==> config.mk <==
export PLATFORM = sky130hd
export DESIGN_NAME = adel_seq
export DESIGN_NICKNAME = d
export VERILOG_FILES = /design/src/rtl/adel_pkg.sv /design/src/rtl/adel_imem.sv /design/src/rtl/adel_seq.sv
export SDC_FILE = /design/constraint.sdc
export NUM_CORES = 1
export LEC_CHECK = 0
export CAP_MARGIN = 10
export CORE_ASPECT_RATIO = 0.6
export CORE_MARGIN = 2
export CORE_UTILIZATION = 30
export CTS_BUF_LIST = sky130_fd_sc_hd__clkbuf_4 sky130_fd_sc_hd__clkbuf_8
export CTS_CLUSTER_SIZE = 24
export DETAILED_ROUTE_END_ITERATION = 6
export PLACE_DENSITY = 0.45
export SYNTH_ARGS = -nofsm -noshare
export SYNTH_HDL_FRONTEND = slang
export SYNTH_SLANG_ARGS = --single-unit
==> constraint.sdc <==
create_clock -name clk -period 6 [get_ports clk]
set_input_delay 1.2 -clock clk [delete_from_list [all_inputs] [get_ports clk]]
set_output_delay 1.2 -clock clk [all_outputs]
set_load 0.005 [all_outputs]
==> src/rtl/adel_pkg.sv <==
// adel_pkg: types and constants shared by the adel core and its run sequencer
package adel_pkg;

    typedef logic [15:0] word_t;

    typedef enum logic [1:0] {
        ST_IDLE,
        ST_LOAD,
        ST_RUN,
        ST_DONE
    } seq_state_t;

    localparam logic [1:0] HALT_NONE    = 2'b00;
    localparam logic [1:0] HALT_LOOP    = 2'b01;
    localparam logic [1:0] HALT_END     = 2'b10;
    localparam logic [1:0] HALT_TIMEOUT = 2'b11;

endpackage

==> src/rtl/adel_imem.sv <==
// adel_imem: instruction store with one synchronous write port and one combinational read port
module adel_imem
    import adel_pkg::*;
#(
    parameter int DEPTH = 64,
    parameter int AW    = 6
) (
    input  logic          clk,
    input  logic          i_we,
    input  logic [AW-1:0] i_waddr,
    input  logic [15:0]   i_wdata,
    input  logic [AW-1:0] i_raddr,
    output logic [15:0]   o_rdata
);

    word_t r_mem [DEPTH];

    // program words are written one per cycle while loading; contents survive reset
    always_ff @(posedge clk) begin
        if (i_we)
            r_mem[i_waddr] <= i_wdata;
    end

    assign o_rdata = r_mem[i_raddr];

endmodule

==> src/rtl/adel_seq.sv <==
// adel_seq: program loader and run sequencer that holds the adel core in reset and detects termination
module adel_seq
    import adel_pkg::*;
#(
    parameter int DEPTH      = 64,
    parameter int AW         = 6,
    parameter int MAX_CYCLES = 1024
) (
    input  logic        clk,
    input  logic        nrst,
    input  logic        load_start,
    input  logic        load_valid,
    output logic        load_ready,
    input  logic [15:0] load_data,
    input  logic        load_last,
    input  logic        run,
    output logic        busy,
    output logic        done,
    output logic [1:0]  halt_reason,
    output logic [15:0] final_pc,
    output logic [15:0] cycles,
    output logic [AW:0] prog_len,
    output logic        core_nrst,
    input  logic [15:0] core_pc,
    output logic [15:0] core_inst
);

    seq_state_t    r_state;
    logic [AW-1:0] r_wptr;
    logic [AW:0]   r_prog_len;
    logic [1:0]    r_halt_reason;
    word_t         r_final_pc;
    word_t         r_cycles;
    word_t         r_prev_pc;
    logic          r_core_nrst;

    logic          w_we;
    logic          w_in_prog;
    logic          w_loop;
    logic          w_end;
    logic          w_tmo;
    word_t         w_rdata;

    assign w_we      = (r_state == ST_LOAD) && load_valid;
    assign w_in_prog = core_pc < 16'(r_prog_len);
    // r_cycles equals the number of RUN cycles so far, so it doubles as the self-loop guard
    assign w_loop    = (r_cycles != '0) && (core_pc == r_prev_pc);
    assign w_end     = !w_in_prog;
    assign w_tmo     = r_cycles == 16'(MAX_CYCLES);

    adel_imem #(
        .DEPTH (DEPTH),
        .AW    (AW)
    ) u_imem (
        .clk     (clk),
        .i_we    (w_we),
        .i_waddr (r_wptr),
        .i_wdata (load_data),
        .i_raddr (core_pc[AW-1:0]),
        .o_rdata (w_rdata)
    );

    assign load_ready  = r_state == ST_LOAD;
    assign busy        = (r_state == ST_LOAD) || (r_state == ST_RUN);
    assign done        = r_state == ST_DONE;
    assign halt_reason = r_halt_reason;
    assign final_pc    = r_final_pc;
    assign cycles      = r_cycles;
    assign prog_len    = r_prog_len;
    assign core_nrst   = r_core_nrst;
    assign core_inst   = (r_state == ST_RUN && w_in_prog) ? w_rdata : 16'h0000;

    // sequencer FSM: load, release the core, watch its pc and park results on halt
    always_ff @(posedge clk or negedge nrst) begin
        if (!nrst) begin
            r_state       <= ST_IDLE;
            r_wptr        <= '0;
            r_prog_len    <= '0;
            r_halt_reason <= HALT_NONE;
            r_final_pc    <= '0;
            r_cycles      <= '0;
            r_prev_pc     <= '0;
            r_core_nrst   <= 1'b0;
        end else begin
            case (r_state)
                ST_IDLE, ST_DONE: begin
                    if (load_start) begin
                        r_state       <= ST_LOAD;
                        r_wptr        <= '0;
                        r_prog_len    <= '0;
                        r_halt_reason <= HALT_NONE;
                    end else if (run && r_prog_len != '0) begin
                        r_state     <= ST_RUN;
                        r_cycles    <= '0;
                        r_core_nrst <= 1'b1;
                    end
                end
                ST_LOAD: begin
                    if (load_valid) begin
                        r_wptr <= r_wptr + 1'b1;
                        if (load_last || &r_wptr) begin
                            r_prog_len <= {1'b0, r_wptr} + 1'b1;
                            r_state    <= ST_IDLE;
                        end
                    end
                end
                ST_RUN: begin
                    if (w_loop || w_end || w_tmo) begin
                        r_final_pc    <= core_pc;
                        r_halt_reason <= w_loop ? HALT_LOOP : w_end ? HALT_END : HALT_TIMEOUT;
                        r_core_nrst   <= 1'b0;
                        r_state       <= ST_DONE;
                    end else begin
                        r_cycles  <= r_cycles + 1'b1;
                        r_prev_pc <= core_pc;
                    end
                end
                default: r_state <= ST_IDLE;
            endcase
        end
    end

endmodule

==> results of run 1 <==
## per-layer routing
layer / vias up / share of wire, % / GRT usage [%]
met4: 0 / 2.2 / 5.09
met2: 827 / 40 / 21.2
li1: 8931 / - / -
met3: 153 / 7.9 / 3.96
met1: 11900 / 50 / 27.1
met5: - / 0 / 0
## stage by stage
stage / area [um2] / hold WS (ns) / setup slack (ns)
finish: 50400 / 0.490 / 0.392
global route: 50400 / 0.526 / 0.123
CTS: 50400 / 0.493 / 0.150
detailed placement: 47300 / 0.477 / 0.150
global placement: 47300 / 0.479 / 0.0511
floorplan: 43000 / 0.479 / 1.83
## final timing paths
| check | from | endpoint | slack, ns |
|---|---|---|---|
| setup / recovery | core_pc[2] | core_inst[14] | 0.39 |
| hold / removal | core_nrst$_DFFE_PN0P_ | core_nrst$_DFFE_PN0P_ | 0.49 |
| setup reg to reg | r_prev_pc[12]$_DFFE_PN0N_ | cycles[13]$_DFFE_PN0P_ | 2.88 |
| hold reg to reg | core_nrst$_DFFE_PN0P_ | core_nrst$_DFFE_PN0P_ | 0.49 |
| max in group asynchronous | nrst | cycles[11]$_DFFE_PN0P_ | 4.78 |
| min in group asynchronous | nrst | r_prev_pc[15]$_DFFE_PN0N_ | 0.60 |
## cells by family after synthesis
group / share of synthesized area [%]
flip-flops: 75.4
XOR/XNOR: 0.387
AND/OR/NAND/NOR: 2.73
adder cells (fa/ha/maj): 0.349
buffers and inverters: 1.52
AO/OA/AOI/OAI: 2.20
multiplexers: 17.5
## cell usage after synthesis (2+ instances only)
master / number / area share [%]
o21ai_0: 12 / 0.14
a21oi_1: 49 / 0.57
and2_1: 3 / 0.044
clkbuf_1: 32 / 0.28
ha_1: 12 / 0.35
nand3b_1: 3 / 0.052
mux2_2: 17 / 0.45
a22o_1: 5 / 0.10
nor2b_1: 33 / 0.48
nor2_1: 81 / 0.71
a21o_1: 4 / 0.070
inv_1: 14 / 0.12
nor4_1: 7 / 0.10
o211ai_2: 2 / 0.058
buf_4: 19 / 0.33
mux2_4: 10 / 0.35
dfrtp_1: 66 / 3.8
buf_1: 2 / 0.017
and3_1: 4 / 0.058
and4_1: 3 / 0.061
nand2_1: 44 / 0.38
xor2_1: 16 / 0.33
o21a_1: 2 / 0.035
a211oi_1: 23 / 0.40
o22a_1: 2 / 0.041
nand3_1: 16 / 0.19
or3_1: 2 / 0.029
a21bo_2: 2 / 0.047
xnor2_1: 3 / 0.061
edfxtp_1: 1024 / 72
mux4_2: 301 / 16
nand2b_1: 17 / 0.25
buf_2: 45 / 0.52
nand4_1: 10 / 0.15
a22oi_1: 30 / 0.52
buf_6: 8 / 0.21
o21ai_1: 2 / 0.023
nor3_1: 3 / 0.035
mux2i_1: 35 / 0.81
a41oi_1: 2 / 0.041
## layout make-up
class / instances / area (um2)
fill: 13100 / 91700
clock inverter: 50 / 322
clock buffer: 225 / 2780
sequential: 1090 / 32400
tap: 1907 / 2390
timing repair buffer: 265 / 2360
multi-input combinational: 772 / 10100
antenna: 7 / 17.5
inverter: 14 / 52.6
## state kept, by name (all words and copies together), names as in the netlist
| name | count |
|---|---|
| halt_reason | 2 |
| prog_len | 7 |
| r_prev_pc | 16 |
| r_wptr | 6 |
| final_pc | 16 |
| cycles | 16 |
| r_state | 2 |
| core_nrst | 1 |
| u_imem.r_mem | 1024 |
## power by group through the flow
stage	Sequential, uW	Clock (uW)	Combinational, uW
after floorplan	8660	0	830
after global placement	8670	0	1540
after detailed placement	8680	0	1560
after CTS	8520	6160	1560
after global routing	8530	6450	1670
final	8520	5990	1560
==> run summary, run 1 <==
Post-Synthesis Cells: 1983
I/O Buffers: 98
CP endpoint kind: output port
WS Path Type: input pin to output port
Crit path largest cell delay: 0.64 ns
CP Launch Type: input pin
Worst path cell trace: clkdlybuf4s50_1 -> ha_1 -> a211oi_1 -> o21ai_1 -> a221oi_4 -> nand2_2 -> a211oi_1 -> clkdlybuf4s50_1
Logic pwr share: 9.7%
Setup Viol. Count Final: 0
Post-CTS Setup Bufs: 0
Status: finished with violations
Setup TNS: 0 ns
Yosys warns: 0
Num CTS Buffers: 162
Post-synth ARST share: 6.06%
Pwr Total: 16100 uW
Hold depth: 1
Synth cell types: 58
Clock buffer depth: 3
Vias per inst: 5.04
Critical Path AT: 4.41 ns
Post-cts sizing count: 0
Vias in the first global route: 21.9k
Stages on worst setup path: 8
Clk_lat worst skew: 0.85 ns
Maximum clock rate: 178 MHz
Global-route usage over all layers: 16.6%
# Max-Cap Violations: 0
Syn Area/Cell: 21.7 um2
Post-synth EDFFs: 1024
Critical Path Fanout Max: 17
Pwr/cell area: 319 nW/um2
VDD IR max: 0.175 mV
Leakage power: 0.0162 uW
FF-to-FF path depth: 6
Die X: 493 um
Slew HR: 23.4%
RSZ-0062 raised after global routing: no
Remaining antenna violation count: 1
Mapped Area: 43000 um2
CTS H-tree depth: 4
CP delay by family, top: compound AO/OA/AOI/OAI gates
WL/cell: 28.2 um
Clock network power share: 37.3%
Cell row count: 107
Die area: 146000 um2
Commonest non-fill, non-tap cell in the layout: edfxtp_1
Mapped Nets: 2033
Clock Skew: 0.0389 ns
Util after Layout: 35.5%
Fin. Hold Viols: 0
Starting density of the core: 30.3%
Int Pwr: 12300 uW
Global-route wire length before repair: 171 mm
Ports: 99
Worst Tran Pin Value: 1.15 ns
Worst path bufs/invs: 2
Sink Count: 1090
Top_reg_cell synth: edfxtp_1
Iter 0 DRT Violations: 2735
Flop pwr share: 53.0%
Final std cells w/o fill: 4330
Final Critical Period: 5.61 ns
Yosys reg bits: 1090
Initial antenna violation count: 14
Critical path's slowest cell: a211oi_1
Fraction of layout cells with a size suffix above 1: 34.0%
Final slew viol count: 0
Grt ovf: 0
GPL Wtd Cong: 0.887
CTS tree: yes
Iteration count of the initial detailed-routing pass: 5
HPWL Detailed: 74.2 mm
Min-delay worst type: flop to flop
Layout area overhead: 17.2%
Nets: 2355
Failing checks: antenna rules
Cts hold-fix bufs: 0
DR vias: 21.8k
Sw Share: 23.7%
NetSw: 3800 uW
Die Ht: 297 um
Clock root cell: clkbuf_8
Period utilization: 93.5%
DRC viols: 0
Register area share after synthesis: 75.4%
Routed wire length: 122 mm
Clock-pin slew on the worst setup and hold paths: 0.07 ns
Most frequent cells in the layout: edfxtp_1, mux4_2, clkbuf_8, buf_4, clkdlybuf4s50_1
CP required: 4.80 ns
Core Region: 142000 um2
Placed insts: 4047
Largest net degree at the start of global routing: 86
No activity file was read; power rests on OpenSTA's default activity.
==> inputs of run 2 (changes only) <==
- SLEW_MARGIN: unset -> 5
==> run summary, run 2 (same netlist as run 1, synthesis figures left out) <==
Status: finished with violations (unchanged)
Failing checks: antenna rules (unchanged)
CP endpoint kind: output port (unchanged)
CP required: 4.80 ns (about the same)
Clock Skew: 0.0360 ns (was 0.0389 ns)
Starting density of the core: 30.3% (unchanged)
Register area: 32400 um2 (unchanged)
Die area: 146000 um2 (unchanged)
Setup Viol. Count Final: 0 (unchanged)
Critical Path Fanout Max: 17 (unchanged)
Sink Count: 1090 (unchanged)
Period utilization: 93.1% (was 93.5%)
Remaining antenna violation count: 1 (unchanged)
Largest Register: u_imem.r_mem (unchanged)
Vias in the first global route: 21.9k (unchanged)
Layout area overhead: 17.2% (about the same)
Pwr Total: 16100 uW (about the same)
Nets: 2355 (unchanged)
Pwr/cell area: 319 nW/um2 (about the same)
Vias per inst: 5.04 (about the same)
Iter 0 DRT Violations: 2749 (was 2735)
Post-cts sizing count: 0 (unchanged)
HPWL Detailed: 74.2 mm (unchanged)
Max reg flops: 1024 (unchanged)
Placed insts: 4047 (unchanged)
I/O Buffers: 98 (unchanged)
Die Ht: 297 um (unchanged)
CP Launch Type: input pin (unchanged)
RSZ-0062 raised after global routing: no (unchanged)
Area of the multi-input gates: 10100 um2 (unchanged)
CTS tree: yes (unchanged)
Largest net degree at the start of global routing: 86 (unchanged)
Num CTS Buffers: 162 (unchanged)
Final slew viol count: 0 (unchanged)
VDD IR max: 0.174 mV (was 0.175 mV)
Fraction of layout cells with a size suffix above 1: 34.0% (unchanged)
Most frequent cells in the layout: edfxtp_1, mux4_2, clkbuf_8, buf_4, clkdlybuf4s50_1 (unchanged)
Final std cells w/o fill: 4331 (was 4330)
Fin. Hold Viols: 0 (unchanged)
Grt ovf: 0 (unchanged)
Fill count: 13.1k (unchanged)
Clock root cell: clkbuf_8 (unchanged)
Clock buffer depth: 3 (unchanged)
Global-route wire length before repair: 171 mm (unchanged)
Maximum clock rate: 179 MHz (was 178 MHz)
DRC viols: 0 (unchanged)
Initial antenna violation count: 14 (unchanged)
GPL Wtd Cong: 0.887 (unchanged)
Die X: 493 um (unchanged)
Worst Tran Pin Value: 1.15 ns (about the same)
Slew HR: 23.6% (was 23.4%)
Iteration count of the initial detailed-routing pass: 5 (unchanged)
Routed wire length: 122 mm (about the same)
WS Path Type: input pin to output port (unchanged)
CTS H-tree depth: 4 (unchanged)
Min-delay worst type: flop to flop (unchanged)
Critical Path AT: 4.38 ns (was 4.41 ns)
Final Critical Period: 5.58 ns (was 5.61 ns)
# Max-Cap Violations: 0 (unchanged)
Clock-pin slew on the worst setup and hold paths: 0.07 ns (about the same)
Post-CTS Setup Bufs: 0 (unchanged)
Leakage power: 0.0162 uW (unchanged)
Core Region: 142000 um2 (unchanged)
Clk_lat worst skew: 0.85 ns (about the same)
Ports: 99 (unchanged)
Global-route usage over all layers: 16.6% (unchanged)
Cell row count: 107 (unchanged)
Commonest non-fill, non-tap cell in the layout: edfxtp_1 (unchanged)
Cts hold-fix bufs: 0 (unchanged)
Setup TNS: 0 ns (unchanged)
DR vias: 21.8k (about the same)
WL/cell: 28.2 um (about the same)
run 2: cell types whose count changed in the layout (fill, tap and decap cells not counted), sizes merged:
| cell | change |
|---|---|
| diode | +1 |
run 2: power by group:
| group | switching [uW] | total (uW) | internal (uW) |
|---|---|---|---|
| clock network | 2840 | 5980 | 3140 |
| logic | 885 | 1560 | 676 |
| registers | 79.1 | 8520 | 8440 |
run 2: stage by stage:
stage / utilization [%] / cell area [um2] / setup WS (ns) / hold WS [ns]
2_1_floorplan: - / 43000 / 1.83 / 0.479
3_3_place_gp: 33.3 / 47300 / 0.0511 / 0.479
3_5_place_dp: 33.3 / 47300 / 0.150 / 0.477
4_1_cts: 35.5 / 50400 / 0.150 / 0.493
5_1_grt: 35.5 / 50400 / 0.123 / 0.526
6_report: 35.5 / 50400 / 0.415 / 0.490
run 2: critical path, stage by stage:
cell and delay [ns]:
clkdlybuf4s50_1 0.49, ha_1 0.24, a211oi_1 0.23, o21ai_1 0.16, a221oi_4 0.48, nand2_2 0.31, a211oi_1 0.63, clkdlybuf4s50_1 0.63
run 2: final timing paths:
path,from,end,slack (ns),cells past startpoint
worst max-delay path,core_pc[2],core_inst[14],0.42,8
worst min-delay path,core_nrst$_DFFE_PN0P_,core_nrst$_DFFE_PN0P_,0.49,1
worst max register to register,r_state[1]$_DFFE_PN0P_,u_imem.r_mem[2][12]$_DFFE_PP_,2.83,6
worst min register to register,core_nrst$_DFFE_PN0P_,core_nrst$_DFFE_PN0P_,0.49,1
max in group asynchronous,nrst,cycles[7]$_DFFE_PN0P_,4.78,2
min in group asynchronous,nrst,final_pc[7]$_DFFE_PN0P_,0.61,2
run 2: routing by layer:
| layer | global-route usage (%) | wire (um) |
|---|---|---|
| met3 | 3.96 | 9400 |
| met5 | 0 | 0 |
| met2 | 21.2 | 48500 |
| met1 | 27.1 | 61600 |
| met4 | 5.09 | 2780 |
run 2: cell type report:
cell class	count	area share [%]
Sequential cell	1090	64.3
Multi-Input combinational cell	772	20.0
Clock buffer	225	5.52
Tap cell	1907	4.74
Timing Repair Buffer	265	4.68
Clock inverter	50	0.638
Inverter	14	0.104
Antenna cell	8	0.0397
